File: src/rtl/regfile_fetch_ctrl_if.sv
// Bus bundle between the operand-fetch sequencer, decode, execute writeback and the 1R/1W register file.
// master: the surrounding pipeline and regfile; slave: the fetch sequencer.
interface regfile_fetch_ctrl_if #(
    parameter int ADDR_WIDTH = 4,
    parameter int DATA_WIDTH = 16
);
    logic                  req_valid;
    logic                  req_ready;
    logic [ADDR_WIDTH-1:0] req_ra;
    logic [ADDR_WIDTH-1:0] req_rb;
    logic                  req_nb;

    logic                  op_valid;
    logic                  op_ready;
    logic [DATA_WIDTH-1:0] op_a;
    logic [DATA_WIDTH-1:0] op_b;

    logic                  wb_we;
    logic [ADDR_WIDTH-1:0] wb_adr;
    logic [DATA_WIDTH-1:0] wb_data;

    logic                  rf_we;
    logic [ADDR_WIDTH-1:0] rf_wadr;
    logic [DATA_WIDTH-1:0] rf_din;
    logic [ADDR_WIDTH-1:0] rf_radr1;
    logic [DATA_WIDTH-1:0] rf_dout1;

    modport master (
        output req_valid, req_ra, req_rb, req_nb, op_ready,
        output wb_we, wb_adr, wb_data, rf_dout1,
        input  req_ready, op_valid, op_a, op_b,
        input  rf_we, rf_wadr, rf_din, rf_radr1
    );

    modport slave (
        input  req_valid, req_ra, req_rb, req_nb, op_ready,
        input  wb_we, wb_adr, wb_data, rf_dout1,
        output req_ready, op_valid, op_a, op_b,
        output rf_we, rf_wadr, rf_din, rf_radr1
    );
endinterface

File: src/rtl/regfile_fetch_ctrl.sv
// Operand-fetch sequencer: serialises up to two source reads onto the single regfile read port,
// owns the write port, and keeps returned operands coherent with in-flight writebacks.
//
// state  | meaning
// IDLE   | ready for a decode request, read port parked at 0
// RD_A   | read port presents source A
// RD_B   | read port presents source B, op_a captured from regfile
// WAIT_B | op_b captured from regfile
// WAIT_A | single-operand request: op_a captured, op_b cleared
// DONE   | operands valid, waiting for consumer handshake
module regfile_fetch_ctrl #(
    parameter int ADDR_WIDTH = 4,
    parameter int DATA_WIDTH = 16,
    parameter bit R0_ZERO    = 1'b1
) (
    input  logic clk,
    input  logic reset,
    regfile_fetch_ctrl_if.slave bus
);

    typedef enum logic [2:0] {
        IDLE   = 3'd0,
        RD_A   = 3'd1,
        RD_B   = 3'd2,
        WAIT_B = 3'd3,
        WAIT_A = 3'd4,
        DONE   = 3'd5
    } state_t;

    state_t                state;
    state_t                state_nxt;

    logic [ADDR_WIDTH-1:0] ra_q;
    logic [ADDR_WIDTH-1:0] rb_q;
    logic                  nb_q;
    logic [DATA_WIDTH-1:0] op_a_q;
    logic [DATA_WIDTH-1:0] op_b_q;
    logic                  fwd_a_q;
    logic                  fwd_b_q;

    logic                  accept;
    logic                  wr_en;
    logic                  win_b;
    logic                  hit_a;
    logic                  hit_b;
    logic                  zero_a;
    logic                  zero_b;

    // Writeback pass-through is independent of the sequencer state.
    assign wr_en        = bus.wb_we & ~(R0_ZERO & (bus.wb_adr == '0));
    assign bus.rf_we    = wr_en;
    assign bus.rf_wadr  = bus.wb_adr;
    assign bus.rf_din   = bus.wb_data;

    // Gated by reset so the port reads not-ready while reset is held.
    assign bus.req_ready = (state == IDLE) & reset;
    assign accept        = (state == IDLE) & bus.req_valid;

    assign bus.op_valid = (state == DONE);
    assign bus.op_a     = op_a_q;
    assign bus.op_b     = op_b_q;

    // Forward windows open at the edge where the regfile samples each operand address.
    assign win_b  = nb_q & ((state == RD_B) | (state == WAIT_B) | (state == DONE));
    assign hit_a  = wr_en & (bus.wb_adr == ra_q) & (state != IDLE);
    assign hit_b  = wr_en & (bus.wb_adr == rb_q) & win_b;
    assign zero_a = R0_ZERO & (ra_q == '0);
    assign zero_b = R0_ZERO & (rb_q == '0);

    always_comb begin
        bus.rf_radr1 = '0;
        case (state)
            RD_A:    bus.rf_radr1 = ra_q;
            RD_B:    bus.rf_radr1 = rb_q;
            default: bus.rf_radr1 = '0;
        endcase
    end

    always_comb begin
        state_nxt = state;
        case (state)
            IDLE:    if (accept) state_nxt = RD_A;
            RD_A:    state_nxt = nb_q ? RD_B : WAIT_A;
            RD_B:    state_nxt = WAIT_B;
            WAIT_B:  state_nxt = DONE;
            WAIT_A:  state_nxt = DONE;
            DONE:    if (bus.op_ready) state_nxt = IDLE;
            default: state_nxt = IDLE;
        endcase
    end

    always_ff @(posedge clk or negedge reset) begin
        if (!reset) begin
            state <= IDLE;
        end else begin
            state <= state_nxt;
        end
    end

    always_ff @(posedge clk or negedge reset) begin
        if (!reset) begin
            ra_q <= '0;
            rb_q <= '0;
            nb_q <= 1'b0;
        end else if (accept) begin
            ra_q <= bus.req_ra;
            rb_q <= bus.req_rb;
            nb_q <= bus.req_nb;
        end
    end

    // fwd_*_q marks that a write landed on or after the sampling edge, so the
    // (possibly stale) regfile read data must not overwrite the forwarded value.
    always_ff @(posedge clk or negedge reset) begin
        if (!reset) begin
            op_a_q  <= '0;
            fwd_a_q <= 1'b0;
        end else if (accept) begin
            fwd_a_q <= 1'b0;
        end else if ((state == RD_B) || (state == WAIT_A)) begin
            if (zero_a) begin
                op_a_q <= '0;
            end else if (hit_a) begin
                op_a_q <= bus.wb_data;
            end else if (!fwd_a_q) begin
                op_a_q <= bus.rf_dout1;
            end
        end else if (hit_a) begin
            op_a_q  <= bus.wb_data;
            fwd_a_q <= 1'b1;
        end
    end

    always_ff @(posedge clk or negedge reset) begin
        if (!reset) begin
            op_b_q  <= '0;
            fwd_b_q <= 1'b0;
        end else if (accept) begin
            fwd_b_q <= 1'b0;
        end else if (state == WAIT_A) begin
            op_b_q <= '0;
        end else if (state == WAIT_B) begin
            if (zero_b) begin
                op_b_q <= '0;
            end else if (hit_b) begin
                op_b_q <= bus.wb_data;
            end else if (!fwd_b_q) begin
                op_b_q <= bus.rf_dout1;
            end
        end else if (hit_b) begin
            op_b_q  <= bus.wb_data;
            fwd_b_q <= 1'b1;
        end
    end

endmodule

File: src/flat_wrapper.sv
// flat-port wrapper written by rule: the top's interface ports become plain ports
module regfile_fetch_ctrl_flat 
#(
    parameter int ADDR_WIDTH = 4,
    parameter int DATA_WIDTH = 16,
    parameter bit R0_ZERO    = 1'b1
)
  (clk, reset, bus_req_valid, bus_req_ra, bus_req_rb, bus_req_nb, bus_op_ready, bus_wb_we, bus_wb_adr, bus_wb_data, bus_rf_dout1, bus_req_ready, bus_op_valid, bus_op_a, bus_op_b, bus_rf_we, bus_rf_wadr, bus_rf_din, bus_rf_radr1);
  regfile_fetch_ctrl_if #(.ADDR_WIDTH(ADDR_WIDTH), .DATA_WIDTH(DATA_WIDTH)) bus_i ();
  input  logic clk;
  input  logic reset;
  input wire logic [$bits(bus_i.req_valid)-1:0] bus_req_valid;
  input wire logic [$bits(bus_i.req_ra)-1:0] bus_req_ra;
  input wire logic [$bits(bus_i.req_rb)-1:0] bus_req_rb;
  input wire logic [$bits(bus_i.req_nb)-1:0] bus_req_nb;
  input wire logic [$bits(bus_i.op_ready)-1:0] bus_op_ready;
  input wire logic [$bits(bus_i.wb_we)-1:0] bus_wb_we;
  input wire logic [$bits(bus_i.wb_adr)-1:0] bus_wb_adr;
  input wire logic [$bits(bus_i.wb_data)-1:0] bus_wb_data;
  input wire logic [$bits(bus_i.rf_dout1)-1:0] bus_rf_dout1;
  output wire logic [$bits(bus_i.req_ready)-1:0] bus_req_ready;
  output wire logic [$bits(bus_i.op_valid)-1:0] bus_op_valid;
  output wire logic [$bits(bus_i.op_a)-1:0] bus_op_a;
  output wire logic [$bits(bus_i.op_b)-1:0] bus_op_b;
  output wire logic [$bits(bus_i.rf_we)-1:0] bus_rf_we;
  output wire logic [$bits(bus_i.rf_wadr)-1:0] bus_rf_wadr;
  output wire logic [$bits(bus_i.rf_din)-1:0] bus_rf_din;
  output wire logic [$bits(bus_i.rf_radr1)-1:0] bus_rf_radr1;
  assign bus_i.req_valid = bus_req_valid;
  assign bus_i.req_ra = bus_req_ra;
  assign bus_i.req_rb = bus_req_rb;
  assign bus_i.req_nb = bus_req_nb;
  assign bus_i.op_ready = bus_op_ready;
  assign bus_i.wb_we = bus_wb_we;
  assign bus_i.wb_adr = bus_wb_adr;
  assign bus_i.wb_data = bus_wb_data;
  assign bus_i.rf_dout1 = bus_rf_dout1;
  assign bus_req_ready = bus_i.req_ready;
  assign bus_op_valid = bus_i.op_valid;
  assign bus_op_a = bus_i.op_a;
  assign bus_op_b = bus_i.op_b;
  assign bus_rf_we = bus_i.rf_we;
  assign bus_rf_wadr = bus_i.rf_wadr;
  assign bus_rf_din = bus_i.rf_din;
  assign bus_rf_radr1 = bus_i.rf_radr1;
  regfile_fetch_ctrl #(.ADDR_WIDTH(ADDR_WIDTH), .DATA_WIDTH(DATA_WIDTH), .R0_ZERO(R0_ZERO)) u_core (.clk(clk), .reset(reset), .bus(bus_i));
endmodule
File: config.mk
export PLATFORM = sky130hd
export DESIGN_NAME = regfile_fetch_ctrl_flat
export DESIGN_NICKNAME = d
export VERILOG_FILES = /design/src/rtl/regfile_fetch_ctrl_if.sv /design/src/rtl/regfile_fetch_ctrl.sv /design/src/flat_wrapper.sv
export SDC_FILE = /design/constraint.sdc
export NUM_CORES = 1
export LEC_CHECK = 0
export CAP_MARGIN = 0
export CORE_ASPECT_RATIO = 0.5
export CORE_UTILIZATION = 43
export DETAILED_ROUTE_END_ITERATION = 10
export PLACE_DENSITY = 0.84
export SKIP_LAST_GASP = 1
export SYNTH_ARGS = -nofsm -noshare
export SYNTH_HDL_FRONTEND = slang
export SYNTH_SLANG_ARGS = --single-unit
File: constraint.sdc
create_clock -name clk -period 2.8 [get_ports clk]
set_input_delay 0.42 -clock clk [delete_from_list [all_inputs] [get_ports clk]]
set_output_delay 0.42 -clock clk [all_outputs]
set_load 0.05 [all_outputs]
==> key figures, run 1 <==
Outcome
  – Outcome: complete, but fails checks
  – Violated checks: design-rule violations

Clock network
  – Clock Path Buffers: 2
  – Post_cts resized: 0
  – Clk sink count: between 40 and 50
  – Num CTS Buffers: 5
  – CTS hold repair buffers: 0
  – Max H-tree Level: 2
  – Clock transition at path regs: 60 ps
  – Root buffer cell: clkbuf_16
  – Post-CTS Setup Bufs: 0
  – CTS tree: built
  – Clock latency at the later pin of the worst-skew pair: 290 ps

Finish
  – Synth-to-Final Area Change: 43.9%
  – Register area: 1150 um^2
  – Post-layout util: about two thirds
  – Commonest non-fill, non-tap cell in the layout: clkdlybuf4s50_1
  – Fraction of layout cells with a size suffix above 1: 9.82%
  – Antenna Cells: 0
  – Most frequent cells in the layout: 102 x clkdlybuf4s50_1, 46 x dfrtp_1, 32 x mux2i_1, 20 x o21ai_1, 19 x nand2_1
  – Final nets: 375
  – Final std cells w/o fill: between 300 and 400
  – Multi-input gate area: 1180 um^2
  – Fillers: about 470

STA
  – Final setup violation count: 0
  – Final slew viol count: 0
  – Setup TNS: 0 ps
  – Final period utilization: 92.7%
  – Setup Skew: between 5 and 6 ps
  – Worst-Margin Slew: 767 ps
  – Final worst slack: 205 ps
  – Min Tclk post-route: between 2000 and 3000 ps
  – Worst slew margin: 48.8%
  – RSZ-0062 raised after global routing: false
  – Highest achievable clock rate: 0.385 GHz
  – Fin. Hold Viols: 0

Global route
  – Initial antenna violation count: 0
  – Largest net degree at the start of global routing: 47
  – Number of global-route vias before repair: 2236
  – Overflow after GRT: 0
  – First-pass GRT wire length: 11.0 mm
  – Total Routing Usage GR: 22.3%

Setup path
  – R2R depth: 5
  – CP endpoint kind: output port
  – R2r endpoint: u_core.bus.op_a[12]
  – Critical path arrival: between 2000 and 2500 ps
  – Crit path launch: u_core.state[2]
  – Buf/Inv on CP: 1
  – Worst-path fanout max: 13
  – CP Class: reg -> out
  – CP top delay family: buffers and inverters
  – Critical Path Max Stage Delay: 850 ps
  – RR Startpoint: u_core.ra_q[3]
  – R2R setup slack: 680 ps
  – Slowest library cell on the worst path: clkdlybuf4s50_1
  – Nature of the critical path startpoint: flip-flop
  – Worst EP required: 2380 ps
  – Crit-path cells: nand2b_1 -> nor2_1 -> clkdlybuf4s50_1

Pwr
  – PD cells: 1150 nW/um^2
  – Maximum VDD drop: 617 uV
  – Leak: 1.51 nW

Placed design
  – IO buf count: 108
  – Setup WS pre-CTS: 37.6 ps
  – Post-DP HPWL: 4.99 mm
  – GP Congestion: around 0.9
  – Cell count after placement: 391

Drt
  – DR WL/cell: about 17 um
  – Post-route ant nets: 0
  – Routed wl met3: 440 um
  – Via Count: 2114
  – M1 WL: 2.90 mm
  – DRT iter0 DRCs: 73
  – DR vias/cell: 5.30
  – Highest metal used: met4
  – Met2 Wirelength: 3.40 mm
  – Total Wirelength: a little under 7 mm
  – TritonRoute pass-1 iters: 7
  – DRC: 8

Die
  – Die width: 112 um
  – Die area: 6400 um^2
  – Initial Util: approximately 46%
  – Top Ports: 109
  – Std cell rows: 19
  – Die H: 57.1 um
  – Core ar.: 5660 um^2

Yosys
  – Most used DFF post-synth: dfrtp_1
  – Ys async rst share: 100%
  – Synthesis Warnings: 0
  – Unique masters post-synth: 46
  – Synth Register Bits: 46
  – Synthesized area: 2610 um^2
  – Synth Instances: 235
  – Avg Inst Size Synth: 11.1 um^2
  – Post-synth EDFFs: 0
  – Syn nets: roughly 290
  – Seq/Total Area, Yosys: 44.1%

Hold path
  – Hold WC Path Type: in -> async

Flow run
  – Max Cap Violations: 0
## synth_stat cells (3+ instances only)
| cell | instances | area [um^2] |
|---|---|---|
| a21oi_1 | 3 | 15.0 |
| a22oi_1 | 4 | 30.0 |
| buf_4 | 21 | 158 |
| dfrtp_1 | 46 | 1150 |
| inv_1 | 4 | 15.0 |
| mux2_1 | 7 | 78.8 |
| mux2i_1 | 32 | 320 |
| nand2_1 | 19 | 71.3 |
| nor2_1 | 9 | 33.8 |
| o21ai_0 | 3 | 15.0 |
| o21ai_1 | 20 | 100 |
| o2bb2ai_1 | 16 | 140 |
| xor2_1 | 5 | 43.8 |
## stage by stage
| stage | power [mW] | hold WS (ps) | instance area, um^2 |
|---|---|---|---|
| 6_report | 4.31 | 228 | 3750 |
| 5_1_grt | 4.55 | 293 | 3750 |
| 4_1_cts | 4.34 | 262 | 3750 |
| 3_5_place_dp | 3.74 | 475 | 3600 |
| 3_3_place_gp | 3.65 | 468 | 3600 |
| 2_1_floorplan | 2.96 | 124 | 2610 |
## registers in the layout, summed over array words and instances, names as in the netlist
name and cells:
u_core.bus.op_b 16, u_core.nb_q 1, u_core.bus.op_a 16, u_core.rb_q 4, u_core.state 3, u_core.fwd_a_q 1
u_core.ra_q 4, u_core.fwd_b_q 1
## power by group
part           internal [mW]  total [mW]  switching [mW]  leakage, nW
clock network          0.331       0.591           0.260       0.0698
logic                  0.959        2.56            1.60        0.846
registers              0.930        1.16           0.232        0.590
total                   2.22        4.31            2.09         1.51
## metal layers
metal,up-vias,global-route usage (%)
li1,1011,-
met1,1022,27.2
met2,76,39.9
met3,5,5.84
met4,0,5.71
met5,-,0
## layout make-up
type | instances | share of cell area [%]
clock inverter | 3 | 0.567
sequential | 46 | 30.7
multi-input combinational | 151 | 31.4
clock buffer | 5 | 3.34
tap | 73 | 2.43
inverter | 8 | 1.53
timing repair buffer | 113 | 30.0
## kinds of logic (layout without fill, tap and decap cells)
kind of cell	after synthesis	count (layout)	synth area share (%)
AOI/OAI and AO/OA	63	63	20.0
xor gates and xnor gates	5	5	1.68
buffers and inverters	38	129	10.7
DFF	46	46	44.1
muxes	39	39	15.3
and+or+nand+nor	44	44	8.25
## how the worst max path moves through the flow
stage | cells past startpoint | slack (ps) | endpoint
floorplan | 7 | 590 | u_core.bus.op_b[0]
global placement | 6 | 190 | u_core.bus.op_b[0]
detailed placement | 6 | 40 | u_core.bus.op_b[9]
CTS | 3 | 230 | bus_op_valid
global route | 3 | 110 | bus_op_valid
finish | 3 | 210 | bus_op_valid
Power figures use the tool's default switching activity.
==> run 2: changes to the inputs <==
--- a/config.mk
+++ b/config.mk
@@ -5,11 +5,13 @@
 export SDC_FILE = /design/constraint.sdc
 export NUM_CORES = 1
 export LEC_CHECK = 0
+export ABC_CLOCK_PERIOD_IN_PS = 2800
 export CAP_MARGIN = 0
 export CORE_ASPECT_RATIO = 0.5
 export CORE_UTILIZATION = 43
 export DETAILED_ROUTE_END_ITERATION = 10
 export PLACE_DENSITY = 0.84
+export RECOVER_POWER = 100
 export SKIP_LAST_GASP = 1
 export SYNTH_ARGS = -nofsm -noshare
 export SYNTH_HDL_FRONTEND = slang
==> key figures, run 2 (same netlist as run 1, synthesis figures left out) <==
Clock network
  – Clk sink count: 46 (unchanged)
  – Clock transition at path regs: 70 ps (was 60 ps)
  – CTS hold repair buffers: 0 (unchanged)
  – Root buffer cell: clkbuf_16 (unchanged)
  – CTS tree: built (unchanged)
  – Clock latency at the later pin of the worst-skew pair: 290 ps (about the same)
  – Num CTS Buffers: 5 (unchanged)
  – Clock Path Buffers: 2 (unchanged)
  – Post_cts resized: 0 (unchanged)
  – Post-CTS Setup Bufs: 0 (unchanged)
  – Max H-tree Level: 2 (unchanged)

Setup path
  – Critical path arrival: 2190 ps (was 2170 ps)
  – Nature of the critical path startpoint: flip-flop (unchanged)
  – Buf/Inv on CP: 1 (unchanged)
  – CP endpoint kind: output port (unchanged)
  – Critical Path Max Stage Delay: 870 ps (was 850 ps)
  – CP Class: reg -> out (unchanged)
  – Worst-path fanout max: 10 (was 13)
  – Worst EP required: 2380 ps (about the same)
  – Crit-path cells: nor3_1 -> and2_1 -> dlygate4sd3_1 (was nand2b_1 -> nor2_1 -> clkdlybuf4s50_1)
  – Slowest library cell on the worst path: dlygate4sd3_1 (was clkdlybuf4s50_1)
  – CP top delay family: buffers and inverters (unchanged)

Pwr
  – Total power: 4.15 mW (was 4.31 mW)
  – Maximum VDD drop: 583 uV (was 617 uV)
  – Leak: 1.56 nW (was 1.51 nW)
  – PD cells: 1120 nW/um^2 (was 1150 nW/um^2)

Hold path
  – Hold WC Path Type: in -> async (unchanged)

Placed design
  – Placed inst area: 3600 um^2 (unchanged)
  – Setup WS pre-CTS: 37.6 ps (unchanged)
  – GP Congestion: 0.878 (unchanged)
  – Post-DP HPWL: 4.99 mm (unchanged)
  – IO buf count: 108 (unchanged)
  – Cell count after placement: 391 (unchanged)

Drt
  – DRC: 8 (unchanged)
  – DR vias/cell: 5.28 (was 5.30)
  – DRT iter0 DRCs: 95 (was 73)
  – TritonRoute pass-1 iters: 8 (was 7)
  – Post-route ant nets: 0 (unchanged)
  – Total Wirelength: 6.71 mm (was 6.78 mm)
  – DR WL/cell: 16.8 um (was 17.0 um)
  – Via Count: 2107 (was 2114)

STA
  – Worst-Margin Slew: 1150 ps (was 767 ps)
  – Setup TNS: 0 ps (unchanged)
  – Worst slew margin: 23.6% (was 48.8%)
  – RSZ-0062 raised after global routing: false (unchanged)
  – Setup Skew: 5.59 ps (was 5.44 ps)
  – Fin. Hold Viols: 0 (unchanged)
  – Final period utilization: 93.3% (was 92.7%)
  – Final worst slack: 187 ps (was 205 ps)
  – Final setup violation count: 0 (unchanged)
  – Worst Hold Slack: 451 ps (was 228 ps)
  – Final slew viol count: 0 (unchanged)
  – Highest achievable clock rate: 0.383 GHz (was 0.385 GHz)
  – Min Tclk post-route: 2610 ps (was 2590 ps)

Die
  – Std cell rows: 19 (unchanged)
  – Die area: 6400 um^2 (unchanged)
  – Initial Util: 46.1% (unchanged)
  – Die width: 112 um (unchanged)
  – Core ar.: 5660 um^2 (unchanged)
  – Die H: 57.1 um (unchanged)
  – Top Ports: 109 (unchanged)

Finish
  – Final nets: 375 (unchanged)
  – Most frequent cells in the layout: 54 x dlygate4sd3_1, 48 x clkdlybuf4s50_1, 46 x dfrtp_1, 32 x mux2i_1, 19 x nand2_1 (was 102 x clkdlybuf4s50_1, 46 x dfrtp_1, 32 x mux2i_1, 20 x o21ai_1, 19 x nand2_1)
  – Layout Cell Area excl Fill: 3720 um^2 (was 3750 um^2)
  – Antenna Cells: 0 (unchanged)
  – Final std cells w/o fill: 399 (unchanged)
  – Fraction of layout cells with a size suffix above 1: 8.28% (was 9.82%)
  – Post-layout util: 65.7% (was 66.3%)
  – Commonest non-fill, non-tap cell in the layout: dlygate4sd3_1 (was clkdlybuf4s50_1)
  – Synth-to-Final Area Change: 42.5% (was 43.9%)

Global route
  – First-pass GRT wire length: 11.0 mm (unchanged)
  – Total Routing Usage GR: 22.3% (unchanged)
  – Initial antenna violation count: 0 (unchanged)
  – Largest net degree at the start of global routing: 47 (unchanged)
  – Overflow after GRT: 0 (unchanged)
  – Number of global-route vias before repair: 2236 (unchanged)

Outcome
  – Violated checks: design-rule violations (unchanged)
  – Outcome: complete, but fails checks (unchanged)

Flow run
  – Max Cap Violations: 0 (unchanged)
-- run 2: path summary, 6_finish.rpt --
kind,startpoint,end,slack (ps),cells after the start
max,u_core.state[0],bus_req_ready,190,3
min,reset,u_core.ra_q[0],450,2
min in group clk,u_core.bus.op_a[3],u_core.bus.op_a[3],480,2
max in group asynchronous,reset,u_core.bus.op_b[12],1660,2
min reg2reg,u_core.bus.op_a[3],u_core.bus.op_a[3],480,2
max reg2reg,u_core.state[2],u_core.bus.op_a[1],640,6
-- run 2: report_power, final --
| group | internal [mW] | switching, mW | total, mW |
|---|---|---|---|
| Clock | 0.331 | 0.261 | 0.592 |
| Sequential | 0.930 | 0.222 | 1.15 |
| Combinational | 0.833 | 1.58 | 2.41 |
| Total | 2.09 | 2.06 | 4.15 |
-- run 2: final cells by class --
type,count,area (um^2)
well taps,73,91.3
clock buffers,5,125
clock inverters,3,21.3
flip-flops and latches,46,1150
fillers,472,1940
multi-input cells,151,1170
repair buffers,113,1100
inverters,8,57.6
-- run 2: metal layers --
layer	GRT usage (%)	share of wire, %	up-vias
met1	27.2	43	1017
met5	0	0	-
li1	-	-	1010
met3	5.84	6.2	5
met4	5.71	0.66	0
met2	39.9	50	75
